### src/rtl/mem_byte_arbiter.sv
// mem_byte_arbiter
//  Shares one byte-wide memory (sync write, combinational read) between a
//  32-bit instruction-fetch port and a 32-bit data port. Each granted word
//  access becomes four big-endian byte beats (lane 0 = bits 31:24 at the
//  lowest byte address of the word), followed by a one-cycle acknowledge.
module mem_byte_arbiter #(
  parameter int AW    = 14,
  parameter bit RR_EN = 1'b1
) (
  input  logic          clk,
  input  logic          rst,
  // instruction-fetch port
  input  logic          i_req,
  input  logic [AW-1:0] i_adr,
  output logic          i_ack,
  output logic [31:0]   i_dat,
  // data port
  input  logic          d_req,
  input  logic          d_we,
  input  logic [3:0]    d_sel,
  input  logic [AW-1:0] d_adr,
  input  logic [31:0]   d_dat_w,
  output logic          d_ack,
  output logic [31:0]   d_dat_r,
  // byte-wide memory
  output logic [AW-1:0] mem_adr,
  output logic [7:0]    mem_dat_o,
  input  logic [7:0]    mem_dat_i,
  output logic          mem_en,
  output logic          mem_we
);

  typedef enum logic [1:0] {
    ST_IDLE = 2'd0,
    ST_XFER = 2'd1,
    ST_ACK  = 2'd2
  } state_t;

  localparam logic PORT_I = 1'b0;
  localparam logic PORT_D = 1'b1;

  // ------------------------------------------------------------------
  // Lane helpers: beat b addresses lane b, which lives in bits
  // [31-8b -: 8] and is enabled by sel[3-b].
  // ------------------------------------------------------------------
  function automatic logic f_lane_en(input logic [3:0] sel, input logic [1:0] beat);
    logic en;
    case (beat)
      2'd0:    en = sel[3];
      2'd1:    en = sel[2];
      2'd2:    en = sel[1];
      2'd3:    en = sel[0];
      default: en = 1'b0;
    endcase
    return en;
  endfunction

  function automatic logic [7:0] f_lane_get(input logic [31:0] word, input logic [1:0] beat);
    logic [7:0] b;
    case (beat)
      2'd0:    b = word[31:24];
      2'd1:    b = word[23:16];
      2'd2:    b = word[15:8];
      2'd3:    b = word[7:0];
      default: b = 8'h00;
    endcase
    return b;
  endfunction

  function automatic logic [31:0] f_lane_put(input logic [31:0] word, input logic [1:0] beat,
                                             input logic [7:0] b);
    logic [31:0] w;
    w = word;
    case (beat)
      2'd0:    w[31:24] = b;
      2'd1:    w[23:16] = b;
      2'd2:    w[15:8]  = b;
      2'd3:    w[7:0]   = b;
      default: w = word;
    endcase
    return w;
  endfunction

  // ------------------------------------------------------------------
  // State
  // ------------------------------------------------------------------
  state_t        r_state;
  state_t        w_state_nxt;
  logic [1:0]    r_beat;
  logic          r_last_grant;
  logic          r_port;
  logic [AW-1:0] r_adr;
  logic          r_we;
  logic [3:0]    r_sel;
  logic [31:0]   r_wdata;
  logic [31:0]   r_buf;
  logic [31:0]   r_i_dat;
  logic [31:0]   r_d_dat_r;

  logic          w_grant_vld;
  logic          w_grant_port;
  logic          w_lane_en;
  logic          w_beat_last;
  logic [31:0]   w_buf_nxt;

  assign w_lane_en   = f_lane_en(r_sel, r_beat);
  assign w_beat_last = (r_beat == 2'd3);
  assign i_dat       = r_i_dat;
  assign d_dat_r     = r_d_dat_r;

  // Arbitration: single requester wins outright; on contention either
  // alternate against the previous winner or always favour the data port.
  always_comb begin
    w_grant_vld  = 1'b0;
    w_grant_port = PORT_I;
    if (i_req && d_req) begin
      w_grant_vld = 1'b1;
      if (RR_EN == 1'b1) begin
        w_grant_port = (r_last_grant == PORT_I) ? PORT_D : PORT_I;
      end else begin
        w_grant_port = PORT_D;
      end
    end else if (d_req) begin
      w_grant_vld  = 1'b1;
      w_grant_port = PORT_D;
    end else if (i_req) begin
      w_grant_vld  = 1'b1;
      w_grant_port = PORT_I;
    end else begin
      w_grant_vld  = 1'b0;
      w_grant_port = PORT_I;
    end
  end

  // State register.
  always_ff @(posedge clk or negedge rst) begin
    if (!rst) begin
      r_state <= ST_IDLE;
    end else begin
      r_state <= w_state_nxt;
    end
  end

  // Next-state logic: IDLE -> XFER (4 beats) -> ACK -> IDLE.
  always_comb begin
    w_state_nxt = r_state;
    case (r_state)
      ST_IDLE: begin
        if (w_grant_vld) begin
          w_state_nxt = ST_XFER;
        end else begin
          w_state_nxt = ST_IDLE;
        end
      end
      ST_XFER: begin
        if (w_beat_last) begin
          w_state_nxt = ST_ACK;
        end else begin
          w_state_nxt = ST_XFER;
        end
      end
      ST_ACK:  w_state_nxt = ST_IDLE;
      default: w_state_nxt = ST_IDLE;
    endcase
  end

  // Output decode: memory strobes and acks come from registers only, so a
  // request never reaches the memory pins combinationally.
  always_comb begin
    mem_adr   = '0;
    mem_dat_o = 8'h00;
    mem_en    = 1'b0;
    mem_we    = 1'b0;
    i_ack     = 1'b0;
    d_ack     = 1'b0;
    case (r_state)
      ST_XFER: begin
        mem_adr   = {r_adr[AW-1:2], r_beat};
        mem_en    = w_lane_en;
        mem_we    = r_we & w_lane_en;
        mem_dat_o = f_lane_get(r_wdata, r_beat);
      end
      ST_ACK: begin
        if (r_port == PORT_D) begin
          d_ack = 1'b1;
        end else begin
          i_ack = 1'b1;
        end
      end
      default: begin
        mem_en = 1'b0;
      end
    endcase
  end

  // Read assembly: the current beat's byte, or zero for a disabled lane.
  always_comb begin
    if (w_lane_en) begin
      w_buf_nxt = f_lane_put(r_buf, r_beat, mem_dat_i);
    end else begin
      w_buf_nxt = f_lane_put(r_buf, r_beat, 8'h00);
    end
  end

  // Latch the granted request; port inputs are ignored until the next IDLE.
  always_ff @(posedge clk or negedge rst) begin
    if (!rst) begin
      r_port  <= PORT_I;
      r_adr   <= '0;
      r_we    <= 1'b0;
      r_sel   <= 4'b0000;
      r_wdata <= 32'h0000_0000;
    end else if (r_state == ST_IDLE && w_grant_vld) begin
      r_port <= w_grant_port;
      if (w_grant_port == PORT_D) begin
        r_adr   <= d_adr;
        r_we    <= d_we;
        r_sel   <= d_sel;
        r_wdata <= d_dat_w;
      end else begin
        r_adr   <= i_adr;
        r_we    <= 1'b0;
        r_sel   <= 4'b1111;
        r_wdata <= 32'h0000_0000;
      end
    end
  end

  // Beat counter: cleared on grant, advanced every XFER cycle (wraps after 3).
  always_ff @(posedge clk or negedge rst) begin
    if (!rst) begin
      r_beat <= 2'd0;
    end else if (r_state == ST_IDLE && w_grant_vld) begin
      r_beat <= 2'd0;
    end else if (r_state == ST_XFER) begin
      r_beat <= r_beat + 2'd1;
    end
  end

  // Remember which port was served last, for round-robin fairness.
  always_ff @(posedge clk or negedge rst) begin
    if (!rst) begin
      r_last_grant <= PORT_I;
    end else if (r_state == ST_ACK) begin
      r_last_grant <= r_port;
    end
  end

  // Collect read bytes in a private buffer and publish the whole word to
  // the owning port only when the last beat lands, so each port's read
  // data stays stable until its next read completes.
  always_ff @(posedge clk or negedge rst) begin
    if (!rst) begin
      r_buf     <= 32'h0000_0000;
      r_i_dat   <= 32'h0000_0000;
      r_d_dat_r <= 32'h0000_0000;
    end else if (r_state == ST_IDLE && w_grant_vld) begin
      r_buf <= 32'h0000_0000;
    end else if (r_state == ST_XFER) begin
      r_buf <= w_buf_nxt;
      if (w_beat_last && !r_we) begin
        if (r_port == PORT_D) begin
          r_d_dat_r <= w_buf_nxt;
        end else begin
          r_i_dat <= w_buf_nxt;
        end
      end
    end
  end

endmodule

### config.mk
export PLATFORM = sky130hd
export DESIGN_NAME = mem_byte_arbiter
export DESIGN_NICKNAME = d
export VERILOG_FILES = /design/src/rtl/mem_byte_arbiter.sv
export SDC_FILE = /design/constraint.sdc
export NUM_CORES = 1
export LEC_CHECK = 0
export BUFFER_PORTS_ARGS = -buffer_cell sky130_fd_sc_hd__buf_2
export CORE_MARGIN = 1.5
export CORE_UTILIZATION = 45
export DETAILED_ROUTE_END_ITERATION = 16
export GPL_ROUTABILITY_DRIVEN = 1
export PLACE_DENSITY = 0.7
export SKIP_LAST_GASP = 1
export SLEW_MARGIN = 10
export SYNTH_ARGS = -nofsm -noshare
export SYNTH_HDL_FRONTEND = slang
export SYNTH_SLANG_ARGS = --single-unit
### constraint.sdc
create_clock -name clk -period 2.4 [get_ports clk]
set_input_delay 0.12 -clock clk [delete_from_list [all_inputs] [get_ports clk]]
set_output_delay 0.12 -clock clk [all_outputs]
set_load 0.005 [all_outputs]
==> results of run 1 <==
cell type report:
type | count | area (um2)
clock buffers | 28 | 547
clock inverters | 4 | 22.5
fillers | 1089 | 5030
inverters | 11 | 41.3
multi-input cells | 360 | 2270
flip-flops and latches | 143 | 3580
well taps | 176 | 220
repair buffers | 237 | 1530
layer usage:
metal	global-route usage [%]	vias to the layer above
li1	-	2432
met1	31.0	2601
met2	39.8	227
met3	6.18	22
met4	8.89	0
met5	0	-
final timing paths:
kind | from | endpoint | slack [ns] | cells after the start
max | r_beat[0]$_DFFE_PN0P_ | mem_dat_o[1] | 0.13 | 8
min | d_adr[10] | r_adr[10]$_DFFE_PN0P_ | 0.01 | 3
max reg2reg | r_beat[0]$_DFFE_PN0P_ | r_buf[14]$_DFFE_PN0P_ | 0.22 | 8
min reg2reg | d_dat_r[27]$_DFFE_PN0P_ | d_dat_r[27]$_DFFE_PN0P_ | 0.47 | 2
max in group asynchronous | rst | r_adr[10]$_DFFE_PN0P_ | 1.33 | 3
min in group asynchronous | rst | d_dat_r[30]$_DFFE_PN0P_ | 0.27 | 2
where the power goes:
group          total, mW  switching [mW]  internal (mW)
clock network       2.48           0.940           1.54
registers           4.15           0.675           3.48
logic               4.09            2.18           1.91
sequential cells by signal, summed over array words and instances, names as in the netlist:
signal and flops:
r_wdata 32, r_port 1, r_beat 2, r_adr 12, r_state 2, r_we 1
d_dat_r 32, r_last_grant 1, i_dat 32, r_buf 24, r_sel 4
synth_stat cells (5+ instances only):
cell / number / area [um2]
o21ai_0: 34 / 170
nor2_1: 48 / 180
a221o_1: 9 / 90.1
nand2_1: 57 / 214
a31oi_1: 8 / 50.1
nor2b_1: 17 / 106
clkbuf_1: 36 / 135
o21ai_1: 7 / 35.0
dfrtp_1: 143 / 3580
a21oi_1: 34 / 170
a222oi_1: 8 / 80.1
nand2b_1: 12 / 75.1
buf_1: 5 / 18.8
and2_1: 17 / 106
a22o_1: 57 / 499
buf_2: 10 / 50.1
o221ai_1: 8 / 70.1
inv_1: 10 / 37.5
a32o_1: 8 / 80.1
mux2i_1: 12 / 120
kinds of logic (layout without fill, tap and decap cells):
| logic type | Yosys count | after routing | synth area share [%] |
|---|---|---|---|
| flip-flops | 143 | 143 | 58.8 |
| AND/OR/NAND/NOR | 164 | 164 | 12.9 |
| AO/OA/AOI/OAI | 180 | 180 | 21.5 |
| adder cells (fa/ha/maj) | 4 | 4 | 0.823 |
| multiplexers | 12 | 12 | 1.97 |
| buffers and inverters | 62 | 280 | 4.03 |
critical path: cells and delay by family, from the launching register on:
family,cells,cell delay [ns]
DFF,1,0.39
AOI/OAI and AO/OA,2,0.53
adders and majority gates,1,0.23
buffers and inverters,3,0.43
and+or+nand+nor,2,0.14
what timing repair did:
action,4_1_cts,5_1_grt
endpoints found under the hold margin,110,0
hold buffers,54,0
pin swaps,0,2
gates resized for setup,1,3
endpoints found under the setup margin,1,17
==> flow_summary.toml, run 1 <==
[detailed_routing]
wl_per_cell_um = 17.2
met2_length_um = 8080
drc = 0
viasPerCell = 5.51
wl_um = 16500
dr.pass1.iters = 5
drt-initial-drc-count = 358
drt-met1-wl_um = 7030
vias = 5282
met3_length_um = 1130
top_layer = "met4"
antenna_left = 0

[sta]
worst_pin_slew_ns = 0.659
max_slew_margin_pct = 55.8
finalHoldViolCount = 0
skew_ns = 0.00606
fin_ws_ns = 0.131
max_freq_mhz = 441
drv_slew = 0
rsz0062_at_grt = "yes"
min_period_ns = 2.27
setup_viol = 0
fin_tns_setup_ns = 0
fin_crit_sh_pct = 94.5
hold_ws_ns = 0.00952

[cells_and_area]
final_cell_mix = "buf_2, dfrtp_1, nand2_1, a22o_1, dlygate4sd3_1"
syn2layout_area_growth_pct = 34.9
mostFrequentLayoutCell = "buf_2"
fin_nets = 851
antenna_cells = 0
drive_gt1_share_pct = 28.2
final_util_pct = 62.0
stdcell_count = 959
postLayoutCellArea_mm2 = 0.00821

[place]
dp_hpwl_um = 10700
preCtsSetupSlack_ns = 0.176
dpl_cell_area_mm2 = 0.00709
port_buffers = 162
place.gp.congestion = 0.824
place_inst = 873

[global_route]
grt.overflow.total = 0
antenna_found_initial = 0
grt_usage_pct = 24.2
grt_pass1_wl_um = 26900
grt_max_degree = 67
grt_pass1_vias = 5243

[setup_path]
cpMostUsedCell = "nor2_1"
required_ns = 2.28
crit_path_end_kind = "output port"
crit_slowest_cell = "dfrtp_2"
crit_type = "reg -> out"
cp_max_fo = 18
start_kind = "register"
arrival_ns = 2.15
crit_chain = "inv_1, ha_1, buf_4, a222oi_1, nor2_1, a21oi_1, nor2_1, buf_2"
slowest_delay_ns = 0.39

[hold_path]
min_path_type = "in -> reg"

[clock_network]
cts_tree = "done"
post-cts-setup-buffer-count = 0
cts.htree.levels = 4
clock_path_buffers = 2
cts.sinks = 143
root_buffer = "clkbuf_16"
clk_latency_ns = 0.41
cts_made_buffers = 17
clk_pin_slew_ns = 0.05

[yosys]
syn_nets = 646
syn_inst = 565
ys_types = 33
synth-seq-cells = 143
yosysSeqAreaShare_pct = 58.8
ys.flop_type = "dfrtp_1"
synth-edff-count = 0
synth-async-reset-ratio_pct = 100
yosysWarnings = 0
synth.cell_area_mm2 = 0.00608
synth_area_per_cell_um2 = 10.8

[die]
die_x_um = 119
num_rows = 42
die_area_mm2 = 0.0142
io_pins = 167
initial_core_util_pct = 45.9
coreArea_mm2 = 0.0132
die_h_um = 119

[pwr]
power_density_mw_per_mm2 = 1310
total_power_mw = 10.7
ir_drop_mv = 0.558
leakagePower_nw = 4.07

[job]
drv_cap = 0

[run_status]
status = "finished clean"
Power figures use the tool's default switching activity.
==> run 2, diff against run 1 <==
- ABC_AREA: not set -> 1
- CTS_BUF_LIST: not set -> sky130_fd_sc_hd__clkbuf_8 sky130_fd_sc_hd__clkbuf_16
- PLACE_DENSITY: 0.7 -> 0.69
==> run 2 against run 1 <==
Against the previous run: non-clock buffer count increased by 1; sequential power up 2%; area after synthesis is 13% higher; sequential share of layout area shrank 1.9 points; synthesized cell count rose by 54%; count of clock-buffer cells in the layout shrank 9; utilization is 0.36 points lower; clock skew rose by 0.0012 ns; highest routed layer unchanged.
==> flow_summary.toml, run 2 <==
[detailed_routing]
vias = 6484
antenna_left = 0
viasPerCell = 5.08
wl_per_cell_um = 14.8
dr.pass1.iters = 5
drt-initial-drc-count = 430
drc = 0
wl_um = 18900

[sta]
fin_crit_sh_pct = 94.2
fin_tns_setup_ns = 0
worst_pin_slew_ns = 0.779
rsz0062_at_grt = "no"
min_period_ns = 2.26
max_freq_mhz = 442
setup_viol = 0
max_slew_margin_pct = 48.0
fin_ws_ns = 0.139
finalHoldViolCount = 0
skew_ns = 0.00722
drv_slew = 0

[pwr]
leakagePower_nw = 5.11
total_power_mw = 12.1
ir_drop_mv = 0.753
power_density_mw_per_mm2 = 1340

[die]
io_pins = 167
initial_core_util_pct = 46.6
die_x_um = 126
die_area_mm2 = 0.0160
die_h_um = 126
coreArea_mm2 = 0.0147
num_rows = 44

[clock_network]
root_buffer = "clkbuf_16"
post-cts-setup-buffer-count = 0
clk_latency_ns = 0.42
cts.sinks = 151
cts.htree.levels = 4
cts_made_buffers = 17
clk_pin_slew_ns = 0.06
cts_tree = "done"
clock_path_buffers = 2

[yosys]
syn_nets = 951
synth-async-reset-ratio_pct = 100
yosysWarnings = 0
synth_area_leaders = "dfrtp_1, nand2_1, nand3_1, inv_1, o21ai_0"
synth.cell_area_mm2 = 0.00686
synthTopCellsByCount = "nand2_1, dfrtp_1, nand3_1"
synth-seq-cells = 151
yosysTopAreaCell = "dfrtp_1"
synth_most_common_cell = "nand2_1"
yosysTopAreaCellShare_pct = 55.1
ys.flop_type = "dfrtp_1"
syn_inst = 870
yosysSeqAreaShare_pct = 55.1
synth_area_per_cell_um2 = 7.88
ys_types = 23
synth-edff-count = 0

[setup_path]
ff2ff_path_depth = 8
r2r-start = "r_beat[0]$_DFFE_PN0P_"
crit_type = "reg -> out"
timing.rr.end = "d_dat_r[30]$_DFFE_PN0P_"
r2r_setup_slack_ns = 0.42
arrival_ns = 2.14
cp_max_fo = 9
required_ns = 2.28
crit_path_end_kind = "output port"
start_kind = "register"

[hold_path]
min_path_type = "in -> reg"
hold_end = "r_adr[7]$_DFFE_PN0P_"
whs_path_depth = 3
worstHoldStart = "d_adr[7]"

[global_route]
grt.overflow.total = 0
grt_usage_pct = 24.8
grt_max_degree = 60
grt_pass1_wl_um = 31300
antenna_found_initial = 0
grt_pass1_vias = 6319

[cells_and_area]
multi_input_area_mm2 = 0.00257
syn2layout_area_growth_pct = 32.1
postLayoutCellArea_mm2 = 0.00906
seqCellArea_mm2 = 0.00378
fin_nets = 1160
final_cell_mix = "nand2_1, buf_2, dfrtp_1"
drive_gt1_share_pct = 20.6
antenna_cells = 0
mostFrequentLayoutCell = "nand2_1"
nFillCells = 1285
stdcell_count = 1276

[place]
dp_hpwl_um = 11900
port_buffers = 162
place.gp.congestion = 0.828
preCtsSetupSlack_ns = 0.472
dpl_cell_area_mm2 = 0.00782
place_inst = 1187

[job]
drv_cap = 0

[run_status]
status = "finished clean"
-- run 2: changes by cell type after synthesis, moves of 9 or more --
cell      delta
a21oi_1     -23
clkbuf_1    -17
and2_1      -17
nand2b_1    -12
nor2b_1     -17
o22ai_1     +20
mux2i_1     -12
nand3_1     +65
o21ai_1     +12
inv_1       +52
buf_2       +10
a221o_1      -9
a22o_1      -57
nand2_1    +339
-- run 2: routing by layer --
layer  wire length [um]  up-vias  global-route usage, %
li1                   -     3143                      -
met1               8280     3097                   32.4
met2               9370      225                   42.2
met3               1050       19                   4.64
met4                234        0                   7.30
met5                  0        -                      0
-- run 2: layout make-up --
cell class                      count  area share, %
Clock inverter                     13           2.25
Inverter                           69           2.86
Tap cell                          184           2.54
Multi-Input combinational cell    602           28.4
Clock buffer                       19           5.00
Sequential cell                   151           41.7
Timing Repair Buffer              238           17.3
-- run 2: worst max-delay path by stage --
stage                               start                 endpoint  cells past startpoint
finish              r_beat[0]$_DFFE_PN0P_             mem_dat_o[0]                      7
detailed placement  r_beat[0]$_DFFE_PN0P_  d_dat_r[26]$_DFFE_PN0P_                      8
CTS                 r_beat[0]$_DFFE_PN0P_                   mem_we                     10
floorplan           r_beat[0]$_DFFE_PN0P_                   mem_we                      8
global route        r_beat[0]$_DFFE_PN0P_             mem_dat_o[0]                      7
global placement    r_beat[0]$_DFFE_PN0P_    i_dat[25]$_DFFE_PN0P_                      8
-- run 2: power by group --
part / switching (mW) / internal, mW / total, mW
registers: 0.582 / 3.65 / 4.23
logic: 3.05 / 1.86 / 4.91
clock network: 1.06 / 1.90 / 2.95
total: 4.69 / 7.40 / 12.1
-- run 2: logic make-up (layout without fill, tap and decap cells) --
| family | after synthesis | count (layout) | synth area share (%) |
|---|---|---|---|
| compound gates | 89 | 89 | 7.01 |
| fa+ha+maj | 4 | 4 | 0.730 |
| buf+inv | 117 | 339 | 7.37 |
| flops | 151 | 151 | 55.1 |
| simple gates | 509 | 509 | 29.8 |
-- run 2: critical path: stages (launching register included) --
cell	delay (ns)
dfrtp_1	0.40
inv_1	0.10
ha_1	0.26
buf_4	0.19
inv_1	0.23
o21ai_0	0.15
a31oi_1	0.22
buf_2	0.17
-- run 2: repair_timing --
action / in CTS / in global routing
hold buffers: 57 / 0
resized for setup: 0 / 2
hold endpoints to repair: 91 / 0
setup endpoints to repair: 0 / 2
-- run 2: metrics by stage --
stage,hold slack (ns),utilization [%]
2_1_floorplan,-0.176,-
3_3_place_gp,0.0751,53.2
3_5_place_dp,0.0791,53.2
4_1_cts,0.00297,61.6
5_1_grt,0.0299,61.6
6_report,0.00183,61.6
